===== config.mk =====
export PLATFORM = sky130hd
export DESIGN_NAME = bcd_multi_seq_display_flat
export DESIGN_NICKNAME = d
export VERILOG_FILES = /design/src/rtl/bcd_multi_seq_display_if.sv /design/src/rtl/bcd_multi_seq_display.sv /design/src/flat_wrapper.sv
export SDC_FILE = /design/constraint.sdc
export NUM_CORES = 1
export LEC_CHECK = 0
export CAP_MARGIN = 20
export CORE_ASPECT_RATIO = 1.75
export CORE_UTILIZATION = 63
export CTS_CLUSTER_SIZE = 16
export DETAILED_ROUTE_END_ITERATION = 6
export PLACE_DENSITY_LB_ADDON = 0.2
export SYNTH_ARGS = -nofsm -noshare
export SYNTH_HDL_FRONTEND = slang
export SYNTH_SLANG_ARGS = --single-unit

===== constraint.sdc =====
create_clock -name clk -period 5.8 [get_ports clk]
set_input_delay 0.58 -clock clk [delete_from_list [all_inputs] [get_ports clk]]
set_output_delay 0.58 -clock clk [all_outputs]
set_load 0.02 [all_outputs]

===== src/rtl/bcd_multi_seq_display_if.sv =====
// Bus bundle for bcd_multi_seq_display: conversion request/status plus the pixel lookup path.
interface bcd_multi_seq_display_if #(
  parameter int NUM_CH       = 2,
  parameter int VAL_W        = 16,
  parameter int SCREEN_WIDTH = 10,
  parameter int PIXEL_WIDTH  = 12
);
  localparam int CH_W = (NUM_CH > 1) ? $clog2(NUM_CH) : 1;

  logic                    start;
  logic [NUM_CH*VAL_W-1:0] value;
  logic                    busy;
  logic                    done;
  logic                    pix_on;
  logic [CH_W-1:0]         pix_ch;
  logic [SCREEN_WIDTH-1:0] pix_x;
  logic [2:0]              pix_y;
  logic [PIXEL_WIDTH-1:0]  background_rgb;
  logic [PIXEL_WIDTH-1:0]  rgb;

  modport master (
    output start, value, pix_on, pix_ch, pix_x, pix_y, background_rgb,
    input  busy, done, rgb
  );

  modport slave (
    input  start, value, pix_on, pix_ch, pix_x, pix_y, background_rgb,
    output busy, done, rgb
  );
endinterface


===== src/rtl/bcd_multi_seq_display.sv =====
// Snapshots NUM_CH values, converts each by iterative double-dabble into a shadow bank, commits atomically, renders 8x8 glyphs.
// done follows start by NUM_CH*(VAL_W+2)+1 cycles; start while busy is dropped; BCD_LEADING_ZERO_BLANK_EN blanks leading zeros.
module bcd_multi_seq_display #(
  parameter int                     NUM_CH       = 2,
  parameter int                     VAL_W        = 16,
  parameter int                     DIGITS       = 5,
  parameter bit                     SIGNED       = 1'b1,
  parameter int                     SCREEN_WIDTH = 10,
  parameter int                     PIXEL_WIDTH  = 12,
  parameter logic [PIXEL_WIDTH-1:0] FG_COLOR     = 12'h5FF
) (
  input  logic                     clk,
  input  logic                     rst_n,
  bcd_multi_seq_display_if.slave   bus
);

  localparam int CH_W  = (NUM_CH > 1) ? $clog2(NUM_CH) : 1;
  localparam int DIG_W = DIGITS * 4;
  localparam int ACC_W = DIG_W + 4;
  localparam int CNT_W = $clog2(VAL_W + 1);

`ifdef BCD_LEADING_ZERO_BLANK_EN
  localparam bit LZB = 1'b1;
`else
  localparam bit LZB = 1'b0;
`endif

  typedef enum logic [2:0] {S_IDLE, S_LOAD, S_SHIFT, S_STORE, S_DONE} state_t;

  state_t                  state_q, state_d;
  logic [NUM_CH*VAL_W-1:0] snap_q, snap_d;
  logic [CH_W-1:0]         ch_q, ch_d;
  logic                    neg_q, neg_d;
  logic [VAL_W-1:0]        mag_q, mag_d;
  logic [ACC_W-1:0]        acc_q, acc_d;
  logic                    lost_q, lost_d;
  logic [CNT_W-1:0]        cnt_q, cnt_d;
  logic [DIG_W-1:0]        sh_dig_q [NUM_CH];
  logic [DIG_W-1:0]        sh_dig_d [NUM_CH];
  logic [DIG_W-1:0]        dp_dig_q [NUM_CH];
  logic [DIG_W-1:0]        dp_dig_d [NUM_CH];
  logic [NUM_CH-1:0]       sh_neg_q, sh_neg_d, sh_ovf_q, sh_ovf_d;
  logic [NUM_CH-1:0]       dp_neg_q, dp_neg_d, dp_ovf_q, dp_ovf_d;

  logic [VAL_W-1:0]        cur;
  logic [ACC_W-1:0]        adj;
  logic                    busy, done;

  assign cur = snap_q[int'(ch_q)*VAL_W +: VAL_W];

  always_comb begin
    adj = acc_q;
    for (int i = 0; i <= DIGITS; i++) begin
      if (acc_q[i*4 +: 4] >= 4'd5) adj[i*4 +: 4] = acc_q[i*4 +: 4] + 4'd3;
    end
  end

  always_comb begin
    state_d  = state_q;
    snap_d   = snap_q;
    ch_d     = ch_q;
    neg_d    = neg_q;
    mag_d    = mag_q;
    acc_d    = acc_q;
    lost_d   = lost_q;
    cnt_d    = cnt_q;
    sh_dig_d = sh_dig_q;
    sh_neg_d = sh_neg_q;
    sh_ovf_d = sh_ovf_q;
    dp_dig_d = dp_dig_q;
    dp_neg_d = dp_neg_q;
    dp_ovf_d = dp_ovf_q;
    busy     = 1'b0;
    done     = 1'b0;
    case (state_q)
      S_IDLE: begin
        if (bus.start) begin
          snap_d  = bus.value;
          ch_d    = '0;
          state_d = S_LOAD;
        end
      end
      S_LOAD: begin
        busy    = 1'b1;
        neg_d   = SIGNED && cur[VAL_W-1];
        mag_d   = (SIGNED && cur[VAL_W-1]) ? (~cur) + VAL_W'(1) : cur;
        acc_d   = '0;
        lost_d  = 1'b0;
        cnt_d   = CNT_W'(VAL_W);
        state_d = S_SHIFT;
      end
      S_SHIFT: begin
        busy   = 1'b1;
        // a 1 leaving the guard nibble is a magnitude too large to display
        lost_d = lost_q | adj[ACC_W-1];
        acc_d  = {adj[ACC_W-2:0], mag_q[VAL_W-1]};
        mag_d  = {mag_q[VAL_W-2:0], 1'b0};
        cnt_d  = cnt_q - CNT_W'(1);
        if (cnt_q == CNT_W'(1)) state_d = S_STORE;
      end
      S_STORE: begin
        busy           = 1'b1;
        sh_dig_d[ch_q] = acc_q[DIG_W-1:0];
        sh_neg_d[ch_q] = neg_q;
        sh_ovf_d[ch_q] = lost_q | (|acc_q[ACC_W-1 -: 4]);
        if (ch_q == CH_W'(NUM_CH - 1)) begin
          state_d = S_DONE;
        end else begin
          ch_d    = ch_q + CH_W'(1);
          state_d = S_LOAD;
        end
      end
      S_DONE: begin
        done     = 1'b1;
        dp_dig_d = sh_dig_q;
        dp_neg_d = sh_neg_q;
        dp_ovf_d = sh_ovf_q;
        if (bus.start) begin
          snap_d  = bus.value;
          ch_d    = '0;
          state_d = S_LOAD;
        end else begin
          state_d = S_IDLE;
        end
      end
      default: state_d = S_IDLE;
    endcase
  end

  always_ff @(posedge clk or negedge rst_n) begin
    if (!rst_n) begin
      state_q  <= S_IDLE;
      snap_q   <= '0;
      ch_q     <= '0;
      neg_q    <= 1'b0;
      mag_q    <= '0;
      acc_q    <= '0;
      lost_q   <= 1'b0;
      cnt_q    <= '0;
      sh_dig_q <= '{default: '0};
      dp_dig_q <= '{default: '0};
      sh_neg_q <= '0;
      sh_ovf_q <= '0;
      dp_neg_q <= '0;
      dp_ovf_q <= '0;
    end else begin
      state_q  <= state_d;
      snap_q   <= snap_d;
      ch_q     <= ch_d;
      neg_q    <= neg_d;
      mag_q    <= mag_d;
      acc_q    <= acc_d;
      lost_q   <= lost_d;
      cnt_q    <= cnt_d;
      sh_dig_q <= sh_dig_d;
      dp_dig_q <= dp_dig_d;
      sh_neg_q <= sh_neg_d;
      sh_ovf_q <= sh_ovf_d;
      dp_neg_q <= dp_neg_d;
      dp_ovf_q <= dp_ovf_d;
    end
  end

  assign bus.busy = busy;
  assign bus.done = done;

  // Rows packed top row first: row y lives in bits [y*8 +: 8], MSB is the leftmost pixel.
  function automatic logic [63:0] glyph_rows(input logic [3:0] code);
    case (code)
      4'd0:    glyph_rows = 64'h3C666E7666663C00;
      4'd1:    glyph_rows = 64'h381818181818_7E00;
      4'd2:    glyph_rows = 64'h3C66060C30607E00;
      4'd3:    glyph_rows = 64'h3C66061C06663C00;
      4'd4:    glyph_rows = 64'h0C1C3C6C7E0C0C00;
      4'd5:    glyph_rows = 64'h7E607C0606663C00;
      4'd6:    glyph_rows = 64'h3C607C6666663C00;
      4'd7:    glyph_rows = 64'h7E060C1830303000;
      4'd8:    glyph_rows = 64'h3C66663C66663C00;
      4'd9:    glyph_rows = 64'h3C66663E060C3800;
      4'd10:   glyph_rows = 64'h0000007E00000000;
      default: glyph_rows = 64'h0;
    endcase
  endfunction

  logic [SCREEN_WIDTH-1:0] slot;
  logic [2:0]              col;
  logic                    ch_ok;
  logic [3:0]              code;
  logic [63:0]             glyph;
  logic [7:0]              row;
  logic                    pix_bit;
  int                      nib;

  assign slot = bus.pix_x >> 3;
  assign col  = bus.pix_x[2:0];

  generate
    if ((1 << CH_W) == NUM_CH) begin : g_ch_full
      assign ch_ok = 1'b1;
    end else begin : g_ch_part
      assign ch_ok = (bus.pix_ch < CH_W'(NUM_CH));
    end
  endgenerate

  always_comb begin
    code = 4'd15;
    nib  = 0;
    if (bus.pix_on && ch_ok && (slot <= SCREEN_WIDTH'(DIGITS))) begin
      nib = DIGITS - int'(slot);
      if (dp_ovf_q[bus.pix_ch]) begin
        code = 4'd10;
      end else if (slot == '0) begin
        code = dp_neg_q[bus.pix_ch] ? 4'd10 : 4'd15;
      end else begin
        code = dp_dig_q[bus.pix_ch][nib*4 +: 4];
        if (LZB && (nib != 0) && ((dp_dig_q[bus.pix_ch] >> (nib*4)) == '0)) code = 4'd15;
      end
    end
    glyph   = glyph_rows(code);
    row     = glyph[{bus.pix_y, 3'b000} +: 8];
    pix_bit = row[3'd7 - col];
  end

  assign bus.rgb = pix_bit ? FG_COLOR : bus.background_rgb;

endmodule


===== src/flat_wrapper.sv =====
// flat-port wrapper written by rule: the top's interface ports become plain ports
module bcd_multi_seq_display_flat 
#(
  parameter int                     NUM_CH       = 2,
  parameter int                     VAL_W        = 16,
  parameter int                     DIGITS       = 5,
  parameter bit                     SIGNED       = 1'b1,
  parameter int                     SCREEN_WIDTH = 10,
  parameter int                     PIXEL_WIDTH  = 12,
  parameter logic [PIXEL_WIDTH-1:0] FG_COLOR     = 12'h5FF
)
  (clk, rst_n, bus_start, bus_value, bus_pix_on, bus_pix_ch, bus_pix_x, bus_pix_y, bus_background_rgb, bus_busy, bus_done, bus_rgb);
  bcd_multi_seq_display_if #(.NUM_CH(NUM_CH), .VAL_W(VAL_W), .SCREEN_WIDTH(SCREEN_WIDTH), .PIXEL_WIDTH(PIXEL_WIDTH)) bus_i ();
  input  logic clk;
  input  logic rst_n;
  input wire logic [$bits(bus_i.start)-1:0] bus_start;
  input wire logic [$bits(bus_i.value)-1:0] bus_value;
  input wire logic [$bits(bus_i.pix_on)-1:0] bus_pix_on;
  input wire logic [$bits(bus_i.pix_ch)-1:0] bus_pix_ch;
  input wire logic [$bits(bus_i.pix_x)-1:0] bus_pix_x;
  input wire logic [$bits(bus_i.pix_y)-1:0] bus_pix_y;
  input wire logic [$bits(bus_i.background_rgb)-1:0] bus_background_rgb;
  output wire logic [$bits(bus_i.busy)-1:0] bus_busy;
  output wire logic [$bits(bus_i.done)-1:0] bus_done;
  output wire logic [$bits(bus_i.rgb)-1:0] bus_rgb;
  assign bus_i.start = bus_start;
  assign bus_i.value = bus_value;
  assign bus_i.pix_on = bus_pix_on;
  assign bus_i.pix_ch = bus_pix_ch;
  assign bus_i.pix_x = bus_pix_x;
  assign bus_i.pix_y = bus_pix_y;
  assign bus_i.background_rgb = bus_background_rgb;
  assign bus_busy = bus_i.busy;
  assign bus_done = bus_i.done;
  assign bus_rgb = bus_i.rgb;
  bcd_multi_seq_display #(.NUM_CH(NUM_CH), .VAL_W(VAL_W), .DIGITS(DIGITS), .SIGNED(SIGNED), .SCREEN_WIDTH(SCREEN_WIDTH), .PIXEL_WIDTH(PIXEL_WIDTH), .FG_COLOR(FG_COLOR)) u_core (.clk(clk), .rst_n(rst_n), .bus(bus_i));
endmodule

==> out/results.ini <==
[outcome]
status=complete, no violations

[final_layout]
synthToLayoutAreaGrowth_pct=16.1
post_route_cells_drive_above_1_share=0.212
filler_cell_count=936
finalNetCount=1017
num_antenna_cells=0

[timing]
timing.clock.skew_ps=11.8
setup-violations-final=0
max-slew-margin-rel=0.345
fmax_mhz=179
fin_tns_setup_ps=0
grt_setup_unrepaired=false
setup_slack_ps=207
timing.final.hold_violations=0
timing.final.crit_period_ps=5590
worstMarginPinSlew_ps=983
final-max-slew-violation-count=0
fin_crit_sh=0.964

[pwr]
design_power_total_w=0.00451
p_leak_nw=4.88
power.share.combinational=0.362
power_report.internal_total_w=0.00283
cellPowerDensity_nw_per_um2=414
power.share.clock=0.244
power.sequential.fraction=0.393
p_switching_w=0.00168
swShare=0.373
irDropWorstVdd_mv=0.386

[cts]
clkTransAtPathRegs_ps=80
worst_skew_pair.late_latency_ps=420
clock_tree.htree_level_count=4
cts_setup_buffers=0
cts_buffers=17
tritoncts=yes
clk_path_buf_depth=2
holdBufCountCts=0
cts.root.buffer_cell=clkbuf_16
numClockSinks=171

[logic_synthesis]
synth_edf_count=0
synth_area_um2=9390
postSynthCellCount=861
syn_nets=948
synth_seq_cells=171
ys_dominant_reg_cell=dfrtp_1
yosysSeqAreaShare=0.456
synthesis.area_per_instance_um2=10.9
async_reset_ff_frac=1.00
yosys_warnings=0
count_of_distinct_cell_types_in_the_synthesized_netlist=90

[floorplan]
initial_core_util=0.650
die_w_um=94.3
design.core.area_um2=14400
chipHeight_um=164
floorplan.io_pins=76
floorplan.die_area_um2=15400
placementRows=58

[setup_path]
timing.critical_path.max_delay_family=buffers and inverters
worst_path_largest_cell_delay_ps=630
critPathLaunch=bus_pix_ch
critPathCaptureType=output pin
arrival_ps=5010
cp-start-kind=primary input
regToRegStartpoint=u_core.state_q[1]$_DFFE_PN0P_
timing.critical_path.mode_cell=clkdlybuf4s50_1
cp.buffers_inverters=5
worst_ep_required_time_ps=5220
crit_fanout=17
worst_path_max_delay_cell=clkdlybuf4s50_1
series_of_cell_instances_along_the_critical_path=clkdlybuf4s50_1, buf_6, mux2i_1, a221oi_2, a211oi_2, a21o_1, ha_1, inv_1, nor4_1, a211oi_1, a311oi_2, buf_4, nor3b_1, a32oi_1, clkdlybuf4s50_1
worst-setup-path-type=primary input to output pin

[detailed_routing]
remaining_drc_errors=0
num_vias=7295
drtIter0Drc=414
final_routed_wirelength_um=23600
post_drt_wl_per_cell_um=21.1
vias_per_cell=6.50
post_route_antenna_net_violation_count=0
drt_pre_antenna_iters=5

[grt]
antenna_found_initial=0
grtUsageTotal=0.324
grt_start_max_net_pins=113
global_route.overflow_total=0
via_count_of_the_first_global_routing_pass=7661
grt_pass1_wl_um=38200

[place]
gp_congestion=0.938
place_ws_ps=82.1
port_buffers=75
dp_hpwl_um=16900

[flow_run]
drv.max_cap_violation_count=0

[min_path]
min_path_type=primary input to async pin

## cells in the mapped netlist (all sizes together) (3+ instances only)
library cell,count,share of area
dfrtp,171,0.46
mux2,102,0.12
nand2,90,0.037
o21ai,57,0.031
inv,38,0.015
mux2i,35,0.037
clkbuf,31,0.013
nor2,30,0.013
a21oi,28,0.017
ha,25,0.033
buf,20,0.017
a22oi,18,0.016
nor3b,16,0.013
xnor2,16,0.015
a32oi,12,0.011
o22ai,12,0.0080
o31ai,12,0.0096
nand2b,11,0.0073
nand3,10,0.0059
nor3,10,0.0059
a32o,8,0.0085
a31oi,7,0.0047
and2,7,0.0048
a211oi,6,0.0080
a311oi,6,0.0063
nor2b,6,0.0040
o211ai,5,0.0040
xor2,5,0.0047
a21o,4,0.0032
a221o,4,0.0043
a221oi,4,0.0044
a31o,4,0.0047
mux4,3,0.0072
o2111a,3,0.0037
o32ai,3,0.0028
o41ai,3,0.0044
## worst paths after layout
kind / slack (ps) / to / cells after the start
setup / recovery: 210 / bus_rgb[5] / 15
hold / removal: 270 / u_core.snap_q[12]$_DFFE_PN0P_ / 1
setup reg to reg: 2860 / u_core.acc_q[15]$_DFFE_PN0N_ / 7
max in group asynchronous: 4170 / u_core.mag_q[3]$_DFFE_PN0N_ / 2
hold reg to reg: 470 / u_core.sh_dig_q[18]$_DFFE_PN0P_ / 2
min in group clk: 470 / u_core.sh_dig_q[18]$_DFFE_PN0P_ / 2
## metrics by stage
step                 util  hold slack [ps]  area (µm²)  instances
finish              0.755              269       10900       1123
global placement    0.712              453       10300       1090
detailed placement  0.712              460       10300       1090
global route        0.755              355       10900       1123
floorplan               -              284        9390        861
CTS                 0.753              326       10900       1122
## registers in the layout (all words and copies together), names as in the netlist
signal,flops
u_core.dp_neg_q,2
u_core.cnt_q,5
u_core.ch_q,1
u_core.dp_dig_q,40
u_core.neg_q,1
u_core.dp_ovf_q,2
u_core.sh_neg_q,2
u_core.state_q,3
u_core.sh_ovf_q,2
u_core.snap_q,32
u_core.sh_dig_q,40
u_core.acc_q,24
u_core.mag_q,16
u_core.lost_q,1
## layout by cell type, fill, tap and decap left out, types with 5 or more instances in the layout
cell             synthesis  final
o22ai_1                 12     12
clkdlybuf4s50_1          0     73
a31oi_1                  7      7
o21ai_0                 55     55
nor3_1                   9      8
o31ai_1                 12     12
nor2_1                  29     28
nand2b_1                11     11
a32o_1                   8      8
nand2_1                 89     89
xor2_1                   5      5
buf_4                    2     24
a22oi_1                 16     16
nand3_1                  9      9
mux2i_1                 35     35
and2_1                   6      5
a21oi_1                 25     25
inv_6                    0      5
clkbuf_16                0     17
inv_1                   38     38
a32oi_1                 12     12
a311oi_1                 5      5
mux2_2                 101    101
dfrtp_1                171    171
nor3b_1                 16     16
o211ai_1                 5      5
xnor2_1                 16     16
ha_1                    25     25
nor2b_1                  6      6
## layout make-up
type | instances | area (µm²) | area share
repair buffers | 101 | 966 | 0.0885
multi-input cells | 601 | 4710 | 0.432
clock buffers | 18 | 439 | 0.0403
flip-flops and latches | 171 | 4280 | 0.392
well taps | 180 | 225 | 0.0206
inverters | 38 | 143 | 0.0131
clock inverters | 14 | 145 | 0.0133
## timing repair
item                                   CTS  global route
gates resized for setup                  0             5
endpoints found under the hold margin    0             0
setup endpoints to repair                0            12
## layer usage
layer / vias up / track usage / wire length (µm)
met4: 0 / 0.166 / 1150
li1: 3304 / - / -
met5: - / 0 / 0
met2: 267 / 0.598 / 12900
met1: 3639 / 0.347 / 8610
met3: 85 / 0.0517 / 957
## logic make-up after synthesis
family	count (synthesis)	share of synthesized area
simple gates	197	0.104
mux	140	0.167
buf+inv	89	0.0450
compound gates	218	0.175
xor+xnor	21	0.0196
flops	171	0.456
fa+ha+maj	25	0.0333
## power by group through the flow
stage | Sequential (W) | Clock (W) | Combinational [W]
final | 0.00178 | 0.00110 | 0.00164
after global routing | 0.00181 | 0.00116 | 0.00178
after CTS | 0.00177 | 0.00111 | 0.00162
after detailed placement | 0.00178 | 0 | 0.00160
after global placement | 0.00176 | 0 | 0.00151
after floorplan | 0.00169 | 0 | 0.00122
Note: power is estimated with default switching activity, not from simulation.
